--- src/rtl/slot_pkg.sv ---
// Shared types and default timing for the slot reel engine and its per-reel channels.
package slot_pkg;

  typedef enum logic [1:0] {
    ModeStop,
    ModeFast,
    ModeSlow
  } reel_mode_t;

  typedef enum logic [2:0] {
    StIdle,
    StLaunch,
    StSpin,
    StSettle,
    StResult,
    StDrain
  } engine_state_t;

  localparam int unsigned DefNumReels = 3;
  localparam int unsigned DefNumSyms  = 7;
  localparam int unsigned DefSymPitch = 90;
  localparam int unsigned DefFastDiv  = 131072;
  localparam int unsigned DefSlowDiv  = 4194304;
  localparam int unsigned DefStagger  = 33554432;
  localparam int unsigned DefMinSlow  = 32;

endpackage

--- src/rtl/slot_reel_channel.sv ---
// One reel: step divider, {sym, phase} position counter, slow-step count and boundary snap.
module slot_reel_channel
  import slot_pkg::*;
#(
  parameter int unsigned NUM_SYMS  = DefNumSyms,
  parameter int unsigned SYM_PITCH = DefSymPitch,
  parameter int unsigned FAST_DIV  = DefFastDiv,
  parameter int unsigned SLOW_DIV  = DefSlowDiv,
  parameter int unsigned MIN_SLOW  = DefMinSlow,
  parameter int unsigned POS_W     = $clog2(NUM_SYMS * SYM_PITCH),
  parameter int unsigned SYM_W     = $clog2(NUM_SYMS)
) (
  input  logic             i_clk,
  input  logic             i_rst_n,
  input  logic             i_go_fast,
  input  logic             i_go_slow,
  output logic [POS_W-1:0] o_pos,
  output logic [SYM_W-1:0] o_sym,
  output logic             o_busy
);

  localparam int unsigned PH_W = $clog2(SYM_PITCH);
  localparam int unsigned SC_W = $clog2(MIN_SLOW + 1);

  reel_mode_t       r_mode;
  logic [31:0]      r_div;
  logic [PH_W-1:0]  r_phase;
  logic [SYM_W-1:0] r_sym;
  logic [SC_W-1:0]  r_slow;

  logic [31:0]      w_div_max;
  logic             w_step;
  logic             w_phase_wrap;
  logic [PH_W-1:0]  w_phase_nxt;
  logic [SYM_W-1:0] w_sym_nxt;
  logic [SC_W-1:0]  w_slow_nxt;

  always_comb begin
    w_div_max    = (r_mode == ModeSlow) ? 32'(SLOW_DIV - 1) : 32'(FAST_DIV - 1);
    w_step       = (r_mode != ModeStop) && (r_div == w_div_max);
    w_phase_wrap = (r_phase == PH_W'(SYM_PITCH - 1));
    w_phase_nxt  = w_phase_wrap ? '0 : r_phase + 1'b1;
    if (!w_phase_wrap) begin
      w_sym_nxt = r_sym;
    end else if (r_sym == SYM_W'(NUM_SYMS - 1)) begin
      w_sym_nxt = '0;
    end else begin
      w_sym_nxt = r_sym + 1'b1;
    end
    // Saturates at MIN_SLOW, so equality below means "at least MIN_SLOW steps".
    w_slow_nxt = (r_slow == SC_W'(MIN_SLOW)) ? r_slow : r_slow + 1'b1;
  end

  always_ff @(posedge i_clk or negedge i_rst_n) begin
    if (!i_rst_n) begin
      r_mode  <= ModeStop;
      r_div   <= '0;
      r_phase <= '0;
      r_sym   <= '0;
      r_slow  <= '0;
    end else if (i_go_fast && (r_mode == ModeStop)) begin
      r_mode <= ModeFast;
      r_div  <= '0;
    end else if (i_go_slow && (r_mode == ModeFast)) begin
      r_mode <= ModeSlow;
      r_div  <= '0;
      r_slow <= '0;
    end else if (w_step) begin
      r_div   <= '0;
      r_phase <= w_phase_nxt;
      r_sym   <= w_sym_nxt;
      if (r_mode == ModeSlow) begin
        r_slow <= w_slow_nxt;
        if ((w_slow_nxt == SC_W'(MIN_SLOW)) && (w_phase_nxt == '0)) begin
          r_mode <= ModeStop;
        end
      end
    end else if (r_mode != ModeStop) begin
      r_div <= r_div + 32'd1;
    end
  end

  assign o_pos  = POS_W'(32'(r_sym) * SYM_PITCH + 32'(r_phase));
  assign o_sym  = r_sym;
  assign o_busy = (r_mode != ModeStop);

endmodule

--- src/rtl/slot_reel_engine.sv ---
// N-reel spin engine: staggered launch, ordered player stops, abort drain and match result.
module slot_reel_engine
  import slot_pkg::*;
#(
  parameter int unsigned NUM_REELS = DefNumReels,
  parameter int unsigned NUM_SYMS  = DefNumSyms,
  parameter int unsigned SYM_PITCH = DefSymPitch,
  parameter int unsigned FAST_DIV  = DefFastDiv,
  parameter int unsigned SLOW_DIV  = DefSlowDiv,
  parameter int unsigned STAGGER   = DefStagger,
  parameter int unsigned MIN_SLOW  = DefMinSlow,
  parameter int unsigned POS_W     = $clog2(NUM_SYMS * SYM_PITCH),
  parameter int unsigned SYM_W     = $clog2(NUM_SYMS),
  parameter int unsigned MC_W      = $clog2(NUM_REELS + 1)
) (
  input  logic                       i_clk,
  input  logic                       i_rst_n,
  input  logic                       i_start,
  input  logic                       i_credit_ok,
  input  logic                       i_stop_req,
  input  logic                       i_abort,
  output logic [NUM_REELS*POS_W-1:0] o_reel_pos,
  output logic [NUM_REELS*SYM_W-1:0] o_reel_sym,
  output logic [NUM_REELS-1:0]       o_reel_busy,
  output logic                       o_busy,
  output logic                       o_done,
  output logic                       o_win_all,
  output logic [MC_W-1:0]            o_match_cnt
);

  localparam int unsigned IDX_W = $clog2(NUM_REELS);

  engine_state_t    r_state, w_state_nxt;
  logic [31:0]      r_stag, w_stag_nxt;
  logic [IDX_W-1:0] r_launch_idx, w_launch_nxt;
  logic [IDX_W-1:0] r_stop_idx, w_stop_nxt;
  logic             r_win_all;
  logic [MC_W-1:0]  r_match_cnt;

  logic [NUM_REELS-1:0] w_go_fast;
  logic [NUM_REELS-1:0] w_go_slow;
  logic [NUM_REELS-1:0] w_reel_busy;
  logic                 w_latch_result;
  logic [SYM_W-1:0]     w_sym [NUM_REELS];
  logic [MC_W-1:0]      w_match_cnt;

  for (genvar g = 0; g < NUM_REELS; g++) begin : g_reel
    logic [POS_W-1:0] w_pos;
    slot_reel_channel #(
      .NUM_SYMS (NUM_SYMS),
      .SYM_PITCH(SYM_PITCH),
      .FAST_DIV (FAST_DIV),
      .SLOW_DIV (SLOW_DIV),
      .MIN_SLOW (MIN_SLOW),
      .POS_W    (POS_W),
      .SYM_W    (SYM_W)
    ) u_chan (
      .i_clk    (i_clk),
      .i_rst_n  (i_rst_n),
      .i_go_fast(w_go_fast[g]),
      .i_go_slow(w_go_slow[g]),
      .o_pos    (w_pos),
      .o_sym    (w_sym[g]),
      .o_busy   (w_reel_busy[g])
    );
    assign o_reel_pos[g*POS_W +: POS_W] = w_pos;
    assign o_reel_sym[g*SYM_W +: SYM_W] = w_sym[g];
  end

  always_comb begin
    w_match_cnt = '0;
    for (int i = 0; i < NUM_REELS; i++) begin
      if (w_sym[i] == w_sym[0]) begin
        w_match_cnt = w_match_cnt + MC_W'(1);
      end
    end
  end

  always_comb begin
    w_state_nxt    = r_state;
    w_stag_nxt     = r_stag;
    w_launch_nxt   = r_launch_idx;
    w_stop_nxt     = r_stop_idx;
    w_go_fast      = '0;
    w_go_slow      = '0;
    w_latch_result = 1'b0;
    unique case (r_state)
      StIdle: begin
        if (i_start && i_credit_ok) begin
          w_go_fast[0] = 1'b1;
          w_launch_nxt = IDX_W'(1);
          w_stag_nxt   = '0;
          w_state_nxt  = StLaunch;
        end
      end
      StLaunch: begin
        // Only FAST reels react to go_slow, so unlaunched reels stay parked.
        if (i_abort) begin
          w_go_slow   = '1;
          w_state_nxt = StDrain;
        end else if (r_stag == 32'(STAGGER - 1)) begin
          w_stag_nxt              = '0;
          w_go_fast[r_launch_idx] = 1'b1;
          w_launch_nxt            = r_launch_idx + 1'b1;
          if (r_launch_idx == IDX_W'(NUM_REELS - 1)) begin
            w_stop_nxt  = '0;
            w_state_nxt = StSpin;
          end
        end else begin
          w_stag_nxt = r_stag + 32'd1;
        end
      end
      StSpin: begin
        if (i_abort) begin
          w_go_slow   = '1;
          w_state_nxt = StDrain;
        end else if (i_stop_req) begin
          w_go_slow[r_stop_idx] = 1'b1;
          w_stop_nxt            = r_stop_idx + 1'b1;
          if (r_stop_idx == IDX_W'(NUM_REELS - 1)) begin
            w_state_nxt = StSettle;
          end
        end
      end
      StSettle: begin
        if (w_reel_busy == '0) begin
          w_latch_result = 1'b1;
          w_state_nxt    = StResult;
        end
      end
      StResult: w_state_nxt = StIdle;
      StDrain: begin
        if (w_reel_busy == '0) begin
          w_state_nxt = StIdle;
        end
      end
      default: w_state_nxt = StIdle;
    endcase
  end

  always_ff @(posedge i_clk or negedge i_rst_n) begin
    if (!i_rst_n) begin
      r_state      <= StIdle;
      r_stag       <= '0;
      r_launch_idx <= '0;
      r_stop_idx   <= '0;
      r_win_all    <= 1'b0;
      r_match_cnt  <= '0;
    end else begin
      r_state      <= w_state_nxt;
      r_stag       <= w_stag_nxt;
      r_launch_idx <= w_launch_nxt;
      r_stop_idx   <= w_stop_nxt;
      if (w_latch_result) begin
        r_win_all   <= (w_match_cnt == MC_W'(NUM_REELS));
        r_match_cnt <= w_match_cnt;
      end
    end
  end

  assign o_reel_busy = w_reel_busy;
  assign o_busy      = (r_state != StIdle);
  assign o_done      = (r_state == StResult);
  assign o_win_all   = r_win_all;
  assign o_match_cnt = r_match_cnt;

endmodule

--- config.mk ---
export PLATFORM = sky130hd
export DESIGN_NAME = slot_reel_engine
export DESIGN_NICKNAME = d
export VERILOG_FILES = /design/src/rtl/slot_pkg.sv /design/src/rtl/slot_reel_channel.sv /design/src/rtl/slot_reel_engine.sv
export SDC_FILE = /design/constraint.sdc
export NUM_CORES = 1
export LEC_CHECK = 0
export ABC_AREA = 0
export BUFFER_PORTS_ARGS = -buffer_cell sky130_fd_sc_hd__buf_2
export CAP_MARGIN = 0
export CORE_MARGIN = 5
export CORE_UTILIZATION = 63
export CTS_CLUSTER_DIAMETER = 150
export DETAILED_ROUTE_END_ITERATION = 6
export GPL_TIMING_DRIVEN = 1
export PLACE_DENSITY = 0.87
export REMOVE_ABC_BUFFERS = 1
export SETUP_SLACK_MARGIN = 0.1
export SYNTH_ARGS = -nofsm -noshare
export SYNTH_HDL_FRONTEND = slang
export SYNTH_HIERARCHICAL = 1
export SYNTH_SLANG_ARGS = --single-unit
export TNS_END_PERCENT = 100
--- constraint.sdc ---
create_clock -name i_clk -period 3.3 [get_ports i_clk]
set_input_delay 0 -clock i_clk [delete_from_list [all_inputs] [get_ports i_clk]]
set_output_delay 0 -clock i_clk [all_outputs]
set_load 0.05 [all_outputs]
Yosys cells after proc, flatten, opt, wreduce, memory -nomap -nowiden
Cells that the tools add are included.
{ "op_classes": {"muxes": 89, "mul": 3, "reduce_logical": 63, "order_cmp": 4, "eq_ne": 44, "add_sub_neg": 19, "bitwise": 6} }
{ "ops": {"columns": ["cell", "count"], "rows": [
  ["two-way mux 32 bit", 15],
  ["adder 32 x 1 -> 32 bit (second input constant)", 4],
  ["== test 32 bit", 3],
  ["two-way mux 6 bit", 12],
  ["two-way mux 22 bit", 3],
  ["one-hot mux 32 bit (2 select lines)", 1],
  ["two-way mux 2 bit", 26],
  ["two-way mux 3 bit", 17],
  ["== test 6 bit (second input constant)", 6],
  ["== test 32 x 25 -> 1 bit (second input constant)", 1],
  ["adder 10 x 7 -> 10 bit", 3],
  ["AND reduction 3 bit", 10],
  ["nonzero test 3 bit", 10],
  ["multiplier 3 x 6 -> 9 bit (second input constant)", 3],
  ["nonzero test 2 bit", 11],
  ["adder 7 x 1 -> 7 bit (second input constant)", 3],
  ["== test 7 bit (second input constant)", 3],
  ["logical NOT 7 bit", 3],
  ["two-way mux 7 bit", 3],
  ["adder 6 x 1 -> 6 bit (second input constant)", 3],
  ["!= test 2 bit (second input constant)", 8],
  ["AND reduction 4 bit", 4],
  ["== test 3 bit (second input constant)", 5],
  ["logical AND 1 bit", 15],
  ["22 further kinds", 56]
]} }
{ "word_totals": {"word_cells": 249, "inputBits": 6, "regBits": 192, "output_inout_bits": 47} }

Longest topological paths before layout
{ "depth": {"ltp_word": 10, "mapped_depth": 13, "depth_no_buf": 13} }

Cells and area by module
Netlist, hierarchy kept.
{ "modules_own_cells": {"columns": ["mod", "cells_per_inst", "instances", "seq_area_each_um2", "area_per_inst_um2"], "rows": [
  ["slot_reel_channel at g_reel[0].u_chan ...", 377, 2, 1251.2, 3432.0],
  ["slot_reel_channel at g_reel[1].u_chan", 391, 1, 1251.2, 3575.9],
  ["slot_reel_engine", 269, 1, 1051.0, 2508.7]
]} }

Least setup slack after synthesis
No wires, ideal clock.
{ "synth_timing": {"path_kind": "register to output", "startpoint": "reg g_reel[0].u_chan.r_sym[1]", "endpoint": "out o_reel_pos[9]", "setup_slack_ns": -0.242, "n_path_buf": 0, "t_arrival_ns": 3.542, "stages_incl_launch_ff": 13, "t_required_ns": 3.300, "path_cell_list": "dfrtp_1 -> ha_1 -> inv_1 -> ha_1 -> inv_1 -> fa_1 -> inv_1 -> ha_1 -> o21ai_0 -> o21bai_1 -> a21oi_1 -> nand3b_1 -> xnor2_1"} }
{ "synth_between": {"elab_chain_len": 2} }
{ "synth_rtl": {"columns": ["element", "line_no", "text"], "rows": [
  ["start, declared", "slot_reel_channel.sv:28", "logic [SYM_W-1:0] r_sym;"],
  ["start signal, assigned", "slot_reel_channel.sv:71", "r_sym <= w_sym_nxt;"],
  ["multiplier 3 x 6 -> 9 bit", "slot_reel_channel.sv:83", "assign o_pos = POS_W'(32'(r_sym) * SYM_PITCH + 32'(r_phase));"],
  ["adder 10 x 7 -> 10 bit", "slot_reel_channel.sv:83", null],
  ["end, declared", "slot_reel_engine.sv:22", "output logic [NUM_REELS*POS_W-1:0] o_reel_pos,"]
]} }
Every way passes these cells.

Worst setup path after layout
{ "layout_timing": {"startpoint": "reg g_reel[2].u_chan.r_sym[2]", "endpoint": "out o_reel_pos[29]"} }
{ "layout_between": {"elab_chain_len": 2} }
{ "layout_rtl": {"columns": ["element", "line_no"], "rows": [
  ["start, declared", "slot_reel_channel.sv:28"],
  ["start signal, assigned", "slot_reel_channel.sv:71"],
  ["multiplier 3 x 6 -> 9 bit", "slot_reel_channel.sv:83"],
  ["adder 10 x 7 -> 10 bit", "slot_reel_channel.sv:83"]
]} }
Every way passes these cells.

==> results.toml <==
[worst_setup_path]
arrival_ns = 3.12
path_cells = "ha_1, ha_2, inv_1, fa_1, inv_1, ha_4, o21ai_0, o21bai_1, a21oi_2, nand3b_1, xnor2_1, buf_4"
r2r-end = "g_reel[0].u_chan/r_div[15]"
cp_slowest_stage_delay_ns = 0.50
path_class = "flop to output port"
worstPathMaxFanout = 10
worstSetupStartpointType = "flop"
worstPathRequired_ns = 3.30
endpoint_kind = "output port"
path_buf_inv = 3
r2r_start = "r_stag[25]"
cp_common_cell = "inv_1"
crit_family = "adder cells"
ff2ff_setup_slack_ns = 0.24
rr_worst_depth = 11
slowest_stage = "dfrtp_2"

[logic_synthesis]
synth_top_family_by_area = "simple AND/OR/NAND/NOR gates"
synthSimpleGateAreaFrac = 0.269
yosys-top-cells-area = "dfrtp_1 (37%), ha_1 (7.0%), xnor2_1 (5.1%)"
ys_ff_latch = 192
syn_area_per_cell_um2 = 9.16
yosysSeqAreaShare = 0.371
yosysTopAreaCellShare = 0.371
synth_edf_count = 0
synth_ff_type = "dfrtp_1"
synth_xor_area_frac = 0.0906
async_flop_share = 1.00
ys_types = 85
synth.area.mux_share = 0.0208
synth_area_leader_cell = "dfrtp_1"
ys_warn_count = 6
syn_inst = 1414
synth-compound-area-share = 0.133
synthAdderAreaFrac = 0.0788
syn-cell-area_um2 = 12900

[global_route]
grt_pass1_vias = 11000
grt_usage = 0.262
antenna_found_initial = 2
grt_pass1_wl_um = 52900
grt_max_degree = 88
grt.overflow.total = 0

[floorplanning]
initial_utilization = 0.640
die_area_um2 = 23500
io_pins = 53
placementRows = 52
core_area_um2 = 20200
die_y_um = 153
die_w_um = 153

[routing]
wl_met1_um = 13600
dr_wl_met2_um = 15400
detail-route-antenna-nets = 0
drtIter0Drc = 1073
route.met3.wl_um = 1750
num_vias = 11400
routed_via_density = 6.41
avgRoutedWirePerCell_um = 17.7
route.detailed.drc = 0
dr.max_layer_used = "met5"
dr.pass1.iters = 6
wl_um = 31400

[clocking]
clockBufferDepth = 2
clkSlewWorstSetupHoldPaths_ns = 0.07
cts-root-buf = "clkbuf_16"
cts.sinks = 192
cts_made_buffers = 17
cts_tree = "built"
worstSkewPairLatency_ns = 0.43
htreeDepth = 4

[placement]
portBuffers = 52
placed_area_um2 = 13600
pre_cts_slack_ns = 0.255
dpl.hpwl_um = 21100
gp_congestion = 0.886

[timing]
tightest_slew_ns = 0.898
setup_viol = 0
drv_slew = 0
rsz0062_at_grt = "true"
min_period_ns = 3.12
slew_headroom = 0.400
setup_ws_ns = 0.184
final_hold_viol_count = 0
period_share = 0.944
finClkSkew_ns = 0.00865
fmax_mhz = 321

[power_and_ir_drop]
pwr_density_cell_nw_per_um2 = 383
ir_drop_uv = 302
finalPower_mw = 5.59
leakage_nw = 6.51

[layout]
seq_area_um2 = 4810
layout_common_cells = "dfrtp_1 (185), nor2_1 (150), nand2_1 (94), nand3_1 (75), xnor2_1 (72)"
fin_area_um2 = 14600
multi_input_area_um2 = 7870
syn_to_final_growth_pct = 12.7
fillers = 1426
drive_above_1_share = 0.153
nNetsFinal = 1577
final_common_cell = "dfrtp_1"

[job]
cap_violations = 0

[min_path]
min_path_cells = 3
min_to = "r_state[1]"
min-delay-start = "i_abort"
hold_path.class = "input port to flop"

[outcome]
status = "completed"
worst reg2reg max path, cell delays in order, from the launching register on:
cell	delay [ns]
dfrtp_1	0.44
or4_4	0.59
nor4_2	0.32
nand4_1	0.15
nor2_1	0.20
o2bb2ai_1	0.22
nor3_1	0.12
nor4b_1	0.31
buf_4	0.20
nand4_1	0.13
xor2_1	0.20
nor2_1	0.05
worst max-delay path by stage:
stage / start / to / slack, ns / depth (start not counted)
3_5_place_dp: g_reel[1].u_chan/o_sym[0] / o_reel_pos[18] / 0.25 / 13
6_report: g_reel[2].u_chan/o_sym[2] / o_reel_pos[29] / 0.18 / 12
4_1_cts: g_reel[0].u_chan/o_sym[1] / o_reel_pos[9] / 0.10 / 12
3_3_place_gp: g_reel[1].u_chan/o_sym[0] / o_reel_pos[19] / 0.43 / 14
2_1_floorplan: g_reel[0].u_chan/o_sym[1] / o_reel_pos[9] / -0.24 / 12
5_1_grt: g_reel[2].u_chan/o_sym[1] / o_reel_pos[29] / -0.02 / 12
flip-flops by register name, indices dropped and copies added (netlist names), 3 cells and up:
signal	count
g_reel.u_chan/r_slow	18
g_reel.u_chan/o_sym	9
r_stag	32
g_reel.u_chan/r_div	96
r_state	3
g_reel.u_chan/r_phase	21
g_reel.u_chan/r_mode	6
kinds of logic (layout without fill, tap and decap cells):
logic type,after synthesis,in the layout
AO/OA/AOI/OAI,250,250
AND/OR/NAND/NOR,623,623
other,0,1
flip-flops,192,192
buffers and inverters,112,204
multiplexers,25,25
XOR/XNOR,134,134
adder cells (fa/ha/maj),78,78
what timing repair did:
| action | in CTS | in global routing |
|---|---|---|
| endpoints found under the setup margin | 9 | 17 |
| buffers inserted | 5 | 20 |
| hold endpoints to repair | 85 | 0 |
| gates resized for setup | 23 | 38 |
| hold buffers | 1 | 0 |
| pin swaps | 3 | 16 |
synth_stat cells (all sizes together), types with 4 or more instances:
| cell | instances |
|---|---|
| nor2b | 12 |
| nand4b | 4 |
| nor2 | 152 |
| inv | 58 |
| o31a | 4 |
| nand3b | 7 |
| or3 | 19 |
| nand2 | 94 |
| clkbuf | 27 |
| o21ai | 46 |
| nor3 | 30 |
| ha | 72 |
| o21a | 9 |
| and3 | 19 |
| mux2 | 15 |
| o31ai | 28 |
| o211ai | 5 |
| or2 | 7 |
| nand2b | 18 |
| and4 | 22 |
| xor2 | 59 |
| and2 | 12 |
| a21o | 17 |
| dfrtp | 192 |
| nand4 | 62 |
| a31oi | 22 |
| a311oi | 6 |
| a211oi | 5 |
| a21oi | 65 |
| xnor2 | 75 |
| nor4b | 6 |
| nand3 | 81 |
| fa | 6 |
| nor3b | 8 |
| buf | 27 |
| or4 | 22 |
| mux2i | 10 |
| nor4 | 41 |
report_power, final:
part / internal, mW / switching, mW
clock network: 1.14 / 0.880
registers: 2.47 / 0.165
logic: 0.299 / 0.631
total: 3.91 / 1.68
layer usage:
layer  vias to the layer above  global-route usage
met3                        58              0.0509
li1                       5339                   -
met5                         -                   0
met1                      5607               0.351
met2                       380               0.440
met4                         2              0.0715
stage by stage:
stage | setup TNS, ns | hold slack [ns] | instances | util
detailed placement | 0 | 0.104 | 1718 | 0.671
floorplan | -1.18 | -0.296 | 1360 | -
finish | 0 | 0.0251 | 1777 | 0.721
global placement | 0 | 0.0992 | 1718 | 0.671
global route | -0.0157 | 0.0374 | 1777 | 0.721
CTS | 0 | 0.00225 | 1756 | 0.705
area by class of cell:
class                           instances  area share
Antenna cell                            1    0.000172
Clock buffer                           28      0.0354
Clock inverter                          4     0.00334
Inverter                               58      0.0149
Multi-Input combinational cell       1110       0.540
Sequential cell                       192       0.330
Tap cell                              270      0.0232
Timing Repair Buffer                  114      0.0534
(Power assumes the default switching activity.)
